$ cat src/rtl/mem_access_unit_pkg.sv
// Shared definitions for the memory-stage load/store unit.
//   - load/store type encodings coming from decode
//   - LSU state encoding
//   - alignment helper functions used by the top level
package mem_access_unit_pkg;

    localparam logic [2:0] LOAD_LB  = 3'd0;
    localparam logic [2:0] LOAD_HD  = 3'd1;   // signed halfword
    localparam logic [2:0] LOAD_LW  = 3'd2;
    localparam logic [2:0] LOAD_LBU = 3'd3;
    localparam logic [2:0] LOAD_LHU = 3'd4;
    localparam logic [2:0] LOAD_DEF = 3'd7;   // behaves as LW

    localparam logic [1:0] STORE_SB  = 2'd0;
    localparam logic [1:0] STORE_SH  = 2'd1;
    localparam logic [1:0] STORE_SW  = 2'd2;
    localparam logic [1:0] STORE_DEF = 2'd3;  // no memory access

    typedef enum logic [1:0] {
        LSU_IDLE     = 2'd0,
        LSU_REQ      = 2'd1,
        LSU_WAIT_RSP = 2'd2,
        LSU_DONE     = 2'd3
    } lsu_state_e;

    // Bytes are always aligned; halves need an even address; words (and any
    // unrecognised type, which falls back to word) need addr[1:0] == 0.
    function automatic logic load_is_misaligned(input logic [2:0] load_type,
                                                input logic [1:0] offset);
        case (load_type)
            LOAD_LB, LOAD_LBU:  return 1'b0;
            LOAD_HD, LOAD_LHU:  return offset[0];
            default:            return offset != 2'b00;
        endcase
    endfunction

    function automatic logic store_is_misaligned(input logic [1:0] store_type,
                                                 input logic [1:0] offset);
        case (store_type)
            STORE_SB: return 1'b0;
            STORE_SH: return offset[0];
            default:  return offset != 2'b00;
        endcase
    endfunction

endpackage

$ cat src/rtl/mem_access_unit_load_align.sv
// Load data formatter: picks the addressed byte/halfword lane out of the
// returned memory word and sign- or zero-extends it to 32 bits.
//   rdata_i     : 32-bit word read from memory
//   offset_i    : byte offset addr[1:0] of the access
//   load_type_i : load type (LB/HD/LW/LBU/LHU/DEF)
//   result_o    : extended result for writeback
module load_align
    import mem_access_unit_pkg::*;
(
    input  logic [31:0] rdata_i,
    input  logic [1:0]  offset_i,
    input  logic [2:0]  load_type_i,
    output logic [31:0] result_o
);

    logic [7:0]  byte_lane;
    logic [15:0] half_lane;

    // NOTE: every signal driven here gets a value before the case statement,
    // so no path leaves it unassigned and no latch is inferred.
    always_comb begin
        byte_lane = rdata_i[{offset_i, 3'b000} +: 8];
        half_lane = offset_i[1] ? rdata_i[31:16] : rdata_i[15:0];
        result_o  = rdata_i;
        case (load_type_i)
            LOAD_LB:  result_o = {{24{byte_lane[7]}}, byte_lane};
            LOAD_LBU: result_o = {24'h0, byte_lane};
            LOAD_HD:  result_o = {{16{half_lane[15]}}, half_lane};
            LOAD_LHU: result_o = {16'h0, half_lane};
            LOAD_LW:  result_o = rdata_i;
            default:  result_o = rdata_i;
        endcase
    end

endmodule

$ cat src/rtl/mem_access_unit.sv
// Memory-stage load/store unit. Takes the decoded memory controls of the
// instruction in the memory stage and performs the access on a valid/ready
// request + valid response data-memory port, stalling the pipeline while the
// access is in flight.
//   clk, rst_n                         : clock, synchronous active-low reset
//   op_valid, mem_write, wb_load       : live slot, store, load
//   mem_load_type, mem_store_type      : access size / extension
//   addr, store_data                   : byte address and rs2 value
//   req_valid/ready, req_we, req_addr,
//   req_wdata, req_wstrb               : memory request channel
//   rsp_valid, rsp_rdata               : memory read response
//   load_data, load_valid              : extended load result, one-cycle valid
//   misaligned                         : one-cycle misaligned-access pulse
//   lsu_stall                          : hold the pipeline
module mem_access_unit
    import mem_access_unit_pkg::*;
#(
    parameter int ADDR_WIDTH = 32
) (
    input  logic                  clk,
    input  logic                  rst_n,
    input  logic                  op_valid,
    input  logic                  mem_write,
    input  logic                  wb_load,
    input  logic [2:0]            mem_load_type,
    input  logic [1:0]            mem_store_type,
    input  logic [ADDR_WIDTH-1:0] addr,
    input  logic [31:0]           store_data,
    output logic                  req_valid,
    input  logic                  req_ready,
    output logic                  req_we,
    output logic [ADDR_WIDTH-1:0] req_addr,
    output logic [31:0]           req_wdata,
    output logic [3:0]            req_wstrb,
    input  logic                  rsp_valid,
    input  logic [31:0]           rsp_rdata,
    output logic [31:0]           load_data,
    output logic                  load_valid,
    output logic                  misaligned,
    output logic                  lsu_stall
);

    lsu_state_e            state_q, state_d;
    logic                  req_we_q;
    logic [ADDR_WIDTH-1:0] req_addr_q;
    logic [31:0]           req_wdata_q;
    logic [3:0]            req_wstrb_q;
    logic [2:0]            ld_type_q;
    logic [1:0]            ld_off_q;
    logic [31:0]           load_data_q;
    logic                  misaligned_q;

    logic        is_store;
    logic        is_load;
    logic        access_needed;
    logic        access_misaligned;
    logic        start;
    logic [31:0] wdata_new;
    logic [3:0]  wstrb_new;
    logic [31:0] aligned_data;

    // A store with STORE_DEF is not a memory operation. If decode ever flags
    // both, a real store takes precedence over the load.
    assign is_store      = op_valid && mem_write && (mem_store_type != STORE_DEF);
    assign is_load       = op_valid && wb_load && !is_store;
    assign access_needed = is_store || is_load;

    assign access_misaligned = is_store ? store_is_misaligned(mem_store_type, addr[1:0])
                                        : load_is_misaligned(mem_load_type, addr[1:0]);

    // Only IDLE accepts; an instruction still presented in DONE has already
    // been served and is not restarted.
    assign start = (state_q == LSU_IDLE) && access_needed && !access_misaligned;

    // Lane-position the store data and build the byte strobes.
    always_comb begin
        wdata_new = '0;
        wstrb_new = '0;
        if (is_store) begin
            case (mem_store_type)
                STORE_SB: begin
                    wdata_new = {4{store_data[7:0]}};
                    wstrb_new = 4'b0001 << addr[1:0];
                end
                STORE_SH: begin
                    wdata_new = {2{store_data[15:0]}};
                    wstrb_new = 4'b0011 << {addr[1], 1'b0};
                end
                STORE_SW: begin
                    wdata_new = store_data;
                    wstrb_new = 4'hF;
                end
                default: begin
                    wdata_new = '0;
                    wstrb_new = '0;
                end
            endcase
        end
    end

    load_align u_load_align (
        .rdata_i     (rsp_rdata),
        .offset_i    (ld_off_q),
        .load_type_i (ld_type_q),
        .result_o    (aligned_data)
    );

    // NOTE: sequential state uses non-blocking assignments so every register
    // samples the pre-edge values, independent of statement order.
    always_ff @(posedge clk) begin
        if (!rst_n) begin
            state_q <= LSU_IDLE;
        end else begin
            state_q <= state_d;
        end
    end

    always_comb begin
        state_d = state_q;
        case (state_q)
            LSU_IDLE:     if (start) state_d = LSU_REQ;
            LSU_REQ:      if (req_ready) state_d = req_we_q ? LSU_DONE : LSU_WAIT_RSP;
            LSU_WAIT_RSP: if (rsp_valid) state_d = LSU_DONE;
            LSU_DONE:     state_d = LSU_IDLE;
            default:      state_d = LSU_IDLE;
        endcase
    end

    // Request fields are captured once at acceptance so they hold steady
    // through any back-pressure, even if upstream values wobble.
    always_ff @(posedge clk) begin
        if (!rst_n) begin
            req_we_q     <= 1'b0;
            req_addr_q   <= '0;
            req_wdata_q  <= '0;
            req_wstrb_q  <= '0;
            ld_type_q    <= LOAD_LB;
            ld_off_q     <= 2'b00;
            load_data_q  <= '0;
            misaligned_q <= 1'b0;
        end else begin
            misaligned_q <= (state_q == LSU_IDLE) && access_needed && access_misaligned;
            if (start) begin
                req_we_q    <= is_store;
                req_addr_q  <= {addr[ADDR_WIDTH-1:2], 2'b00};
                req_wdata_q <= wdata_new;
                req_wstrb_q <= wstrb_new;
                ld_type_q   <= mem_load_type;
                ld_off_q    <= addr[1:0];
            end
            if ((state_q == LSU_WAIT_RSP) && rsp_valid) begin
                load_data_q <= aligned_data;
            end
        end
    end

    // Control outputs are gated by rst_n so they read 0 for the whole reset
    // window, not only after the first reset edge.
    assign req_valid  = rst_n && (state_q == LSU_REQ);
    assign lsu_stall  = rst_n && (start || (state_q == LSU_REQ) || (state_q == LSU_WAIT_RSP));
    assign load_valid = rst_n && (state_q == LSU_DONE) && !req_we_q;
    assign misaligned = rst_n && misaligned_q;

    assign req_we    = req_we_q;
    assign req_addr  = req_addr_q;
    assign req_wdata = req_wdata_q;
    assign req_wstrb = req_wstrb_q;
    assign load_data = load_data_q;

endmodule

$ cat config.mk
export PLATFORM = sky130hd
export DESIGN_NAME = mem_access_unit
export DESIGN_NICKNAME = d
export VERILOG_FILES = /design/src/rtl/mem_access_unit_pkg.sv /design/src/rtl/mem_access_unit_load_align.sv /design/src/rtl/mem_access_unit.sv
export SDC_FILE = /design/constraint.sdc
export NUM_CORES = 1
export LEC_CHECK = 0
export BUFFER_PORTS_ARGS = -buffer_cell sky130_fd_sc_hd__buf_2
export CAP_MARGIN = 25
export CELL_PAD_IN_SITES_DETAIL_PLACEMENT = 0
export CELL_PAD_IN_SITES_GLOBAL_PLACEMENT = 1
export CORE_UTILIZATION = 28
export DETAILED_ROUTE_END_ITERATION = 8
export PLACE_DENSITY_LB_ADDON = 0.1
export SKIP_LAST_GASP = 1
export SLEW_MARGIN = 20
export SYNTH_ARGS = -nofsm -noshare
export SYNTH_HDL_FRONTEND = slang
export SYNTH_SLANG_ARGS = --single-unit
$ cat constraint.sdc
create_clock -name clk -period 1.96 [get_ports clk]
set_input_delay 0 -clock clk [delete_from_list [all_inputs] [get_ports clk]]
set_output_delay 0 -clock clk [all_outputs]
set_load 0.05 [all_outputs]
### Word-level counts from Yosys, hierarchy flattened

Cells that the tools add are included.

| storage, ports and cells | value |
|---|---|
| output and inout port bits | 105 |
| bits in registers | 107 |
| logic and storage cells | 68 |

| operators by class | value |
|---|---|
| shifts and indexed selects | 3 |
| reduce and logical (&&, ||, !) cells | 27 |
| multiplexer cells | 14 |
| equality and inequality tests | 15 |

Operators with widths:

| kind | number |
|---|---|
| $pmux W32 S4 | 1 |
| $pmux W32 S3 | 1 |
| $mux W32 | 1 |
| $shiftx A32 B6 Y8 | 1 |
| $mux W16 | 1 |
| $logic_and A1 B1 Y1 | 13 |
| $pmux W4 S3 | 1 |
| $ne A2 B2 Y1 const B | 4 |
| $pmux W2 S4 | 1 |
| $eq A2 B2 Y1 const B | 3 |
| $eq A3 B1 Y1 const B | 2 |
| $eq A3 B2 Y1 const B | 2 |
| $eq A3 B3 Y1 const B | 2 |
| $logic_not A3 Y1 | 2 |
| $mux W2 | 3 |
| $eq A2 B1 Y1 const B | 2 |
| $logic_not A2 Y1 | 2 |
| $mux W4 | 1 |
| $pmux W1 S2 | 2 |
| $reduce_or A2 Y1 | 2 |
| $shl A1 B2 Y4 const A | 1 |
| $shl A2 B2 Y4 const A | 1 |
| $logic_not A1 Y1 | 3 |
| $logic_or A1 B1 Y1 | 3 |
| 3 further kinds | 4 |

### Depth between registers and ports, before layout

| logic depth | value |
|---|---|
| word-level depth | 10 |
| depth in mapped cells | 8 |
| depth with buffers taken out | 7 |

### Cells and area by module

A second synthesis with hierarchy kept.

| second synthesis, totals | value |
|---|---|
| cell total of the unflattened synthesis | 671 |
| area, all modules | 5477.8 um2 |

Modules (own cells, without submodules):

| module | area each (um2) | cells each | times used | sequential area each (um2) |
|---|---|---|---|---|
| mem_access_unit | 4764.6 | 570 | 1 | 2142.1 |
| load_align | 713.2 | 101 | 1 | 0.0 |

### Least setup slack after synthesis

Ideal clock, no wire load.

| timing | value |
|---|---|
| path type | reg-to-reg |
| start | register ld_off_q[0] |
| end | register load_data_q[21], in the netlist load_data[21] |
| arrival | 1.648 ns |
| library setup time | 0.122 ns |
| setup slack | 0.190 ns |
| stages on the path, launching flop included | 8 |
| period minus slack after synthesis | 1.770 ns |
| cell sequence | dfxtp_1 > buf_2 > mux4_2 > nor2_1 > a2111oi_4 > nor2_4 > buf_2 > a21oi_1 |

| between the ends | value |
|---|---|
| cells in the longest elaborated chain, start to end | 2 |

RTL lines:

| what | line | RTL |
|---|---|---|
| start: declaration | mem_access_unit.sv:49 | `logic [1:0] ld_off_q;` |
| start signal: assignment | mem_access_unit.sv:149 | `ld_off_q <= addr[1:0];` |
| $shiftx A32 B6 Y8 | mem_access_unit_load_align.sv:22 | `byte_lane = rdata_i[{offset_i, 3'b000} +: 8];` |
| $pmux W32 S4 | mem_access_unit_load_align.sv:25 | `case (load_type_i)` |
| end signal: assignment | mem_access_unit.sv:152 | `load_data_q <= aligned_data;` |
| end: declaration | mem_access_unit.sv:50 | `logic [31:0] load_data_q;` |

No other way between the ends.
A chain may end at the register's enable or synchronous reset.

### Final worst setup path

| timing | value |
|---|---|
| start | register state_q[0] |
| end | register req_wdata_q[23], in the netlist req_wdata[23] |

| between the ends | value |
|---|---|
| cells in the longest elaborated chain, start to end | 3 |

RTL lines:

| what | line | RTL |
|---|---|---|
| start: declaration | mem_access_unit.sv:43 | `lsu_state_e state_q, state_d;` |
| start signal: assignment | mem_access_unit.sv:114 | `state_q <= state_d;` |
| $logic_not A2 Y1 | mem_access_unit.sv:73 | `assign start = (state_q == LSU_IDLE) && access_needed && !access_misaligned;` |
| $logic_and A1 B1 Y1 (2 in a row) | mem_access_unit.sv:73 |  |
| end signal: assignment | mem_access_unit.sv:146 | `req_wdata_q <= wdata_new;` |
| end: declaration | mem_access_unit.sv:46 | `logic [31:0] req_wdata_q;` |

No other way between the ends.

==> metrics.md <==
| Metric | Value |
|---|---|
| Status | `complete, no violations` |
| Cell Pwr Density | `889 nW/µm²` |
| Area of placed instances | `6920 µm²` |
| Chip width | `143 µm` |
| Vias per std cell | `4.74` |
| Largest net degree at the start of global routing | `66` |
| Launch point of the worst reg-to-reg path | `state_q[0]` |
| Slew HR | `61.7%` |
| Top cell type's share of synthesized area | `38.3%` |
| Mapped Area | `5590 µm²` |
| DRT Pass-1 Iters | `5` |
| Max-cap check violation count | `0` |
| Area leader, netlist | `dfxtp_1` |
| Worst-margin pin slew | `0.573 ns` |
| Mean Syn Cell Area | `8.26 µm²` |
| Final nets | `1054` |
| Core area | `19500 µm²` |
| Non-Filler Instances | `1212` |
| Root Driver | `clkbuf_16` |
| Share of layout cells above drive strength 1 | `29.1%` |
| Drt wl/cell | `15.8 µm` |
| Drt first-iter violations | `280` |
| Predominant post-synthesis flop cell | `dfxtp_1` |
| Critical setup path kind | `flop to flop` |
| Clock transition at path regs | `0.08 ns` |
| Flops & latches, synth | `107` |
| Clk Latency, worst-skew pair | `0.36 ns` |
| GP Congestion | `0.837` |
| Highest-delay cell along the critical path | `dfxtp_1` |
| Startpoint types | `flop` |
| Register area share after synthesis | `38.3%` |
| LEAKAGE | `3.49 nW` |
| Critical path arrival | `2.13 ns` |
| Clock buffer depth | `2` |
| Setup Total Neg Slack | `0 ns` |
| Post-synth EDFFs | `0` |
| Area delta synth->final | `41.2%` |
| Num CTS Buffers | `9` |
| HP Start | `store_data[19]` |
| Routed Antenna Nets | `0` |
| RSZ-0062 raised after global routing | `yes` |
| Critical path required time | `2.25 ns` |
| Worst vdd ir | `419 µV` |
| Max stage delay on crit path | `0.35 ns` |
| Yosys warns | `0` |
| Final period util | `94.1%` |
| DRC viols | `0` |
| Synth cell types | `54` |
| GR Util All Layers | `18.0%` |
| Initial antenna violation count | `0` |
| Number of global-route vias before repair | `5427` |
| IO Pins | `213` |
| Fraction of registers with async set/reset | `0%` |
| Routed wire length | `19200 µm` |
| Crit path from | `state_q[0]` |
| Hold/Removal Path Class | `input port to flop` |
| Setup crit end kind | `flop` |
| Total power | `0.00701 W` |
| TritonCTS clock tree | `done` |
| Diode count | `0` |
| CP Max Fanout | `17` |
| Max Slew Vio Count | `0` |
| Die Ht | `143 µm` |
| First-pass GRT wire length | `28600 µm` |
| Total number of vias | `5741` |
| Clock skew | `0.00903 ns` |
| GRT Residual Overflow | `0` |
| CTS H-tree lvls | `3` |
| Synth area leaders | `dfxtp_1 (38%), mux2i_1 (14%), nand2_1 (13%), a21oi_1 (4.7%), o21ai_0 (4.1%)` |
| Most common cell in the netlist | `nand2_1` |
| Design Area, Final | `7890 µm²` |
| Syn Inst Count | `676` |
| Die ar. | `20500 µm²` |
| Post-Place Cells | `1132` |
| Post-DP HPWL | `14000 µm` |
| Fin. Hold Viols | `0` |
| Initial core utilization | `28.6%` |
| Period minus WS final | `1.84 ns` |
| Row cnt | `51` |
| Most frequent cells after synthesis | `nand2_1 (188), dfxtp_1 (107), mux2i_1 (76)` |
| # setup viols final | `0` |
| Final WS setup | `0.116 ns` |
| Pre-CTS WS | `0.143 ns` |
| FMAX | `542 MHz` |
| Crit path cell chain | `inv_1, ha_1, inv_1, a2111oi_4, buf_4, buf_12, buf_12, mux2i_1` |
| IO buf count | `210` |
| Clock sinks | `107` |
==> routing by layer <==
| metal | share of wire, % | global-route usage (%) | vias up |
|---|---|---|---|
| li1 | - | - | 2871 |
| met1 | 49 | 25.1 | 2657 |
| met2 | 43 | 27.5 | 191 |
| met3 | 5.4 | 3.22 | 22 |
| met4 | 1.7 | 6.77 | 0 |
| met5 | 0 | 0 | - |
==> logic make-up after synthesis <==
logic type | Yosys count | share of synthesized area, %
other | 1 | 0.0671
flip-flops | 107 | 38.3
multiplexers | 85 | 15.6
AND/OR/NAND/NOR | 243 | 18.3
AO/OA/AOI/OAI | 174 | 19.9
adder cells (fa/ha/maj) | 4 | 0.896
XOR/XNOR | 1 | 0.157
buffers and inverters | 61 | 6.72
==> worst max-delay path: cells and delay by family, from the launching register on <==
kind	cells	cell delay (ns)
AOI/OAI and AO/OA	1	0.32
buffers and inverters	5	0.73
muxes	1	0.21
DFF	1	0.35
adders and majority gates	1	0.15
==> where the power goes <==
part	switching, W	leakage, nW	internal [W]
clock network	0.000950	0.157	0.00103
logic	0.00162	2.47	0.000891
registers	0.000135	0.867	0.00238
==> final cells by class <==
class                   count  area, µm²
well taps                 265        332
multi-input cells         509       3070
inverters                   9       33.8
clock buffers               9        225
flip-flops and latches    107       2140
clock inverters             7       95.1
repair buffers            306       1990
fillers                  2072      11600
==> stage by stage <==
| step | util [%] | hold slack, ns |
|---|---|---|
| 2_1_floorplan | - | 0.134 |
| 3_3_place_gp | 35.5 | 0.247 |
| 3_5_place_dp | 35.5 | 0.257 |
| 4_1_cts | 40.3 | 0.00181 |
| 5_1_grt | 40.4 | 0.0414 |
| 6_report | 40.4 | 0.00684 |
==> worst paths after layout <==
kind / end / slack [ns] / cells after the start
max: req_wdata[23] / 0.12 / 8
min reg2reg: req_addr[28] / 0.45 / 2
min: req_wdata[19] / 0.007 / 4
max reg2reg: req_wdata[23] / 0.12 / 8
==> flip-flops by register name, indices dropped and copies added, names as in the netlist <==
| signal | count |
|---|---|
| load_data | 32 |
| req_wdata | 32 |
| req_addr | 30 |
| req_wstrb | 4 |
| ld_type_q | 3 |
| ld_off_q | 2 |
| state_q | 2 |
| misaligned_q | 1 |
| req_we | 1 |
==> cells in the final DEF, fill, tap and decap left out, types with 3 or more instances in the layout <==
master / n
o31ai_1: 9
nor2b_1: 15
clkbuf_16: 9
o21bai_1: 3
inv_1: 9
o22ai_1: 17
nand3_1: 3
nor2_1: 17
dfxtp_1: 107
buf_4: 31
o21ai_0: 46
nor3_1: 3
ha_1: 4
dlygate4sd3_1: 62
buf_2: 208
a21oi_1: 53
mux2_2: 8
nand2_1: 188
o2bb2ai_1: 5
mux2i_1: 76
a21boi_1: 7
buf_12: 4
nand2b_1: 6
a21o_1: 9
o221ai_1: 5
and2_1: 4
==> repair_timing <==
action	4_1_cts	5_1_grt
setup endpoints to repair	1	1
hold buffers	62	0
pin swaps	1	1
endpoints found under the hold margin	62	0
setup buffers	0	2
resized for setup	2	0
gates cloned	0	0
No activity file was read; power rests on OpenSTA's default activity.
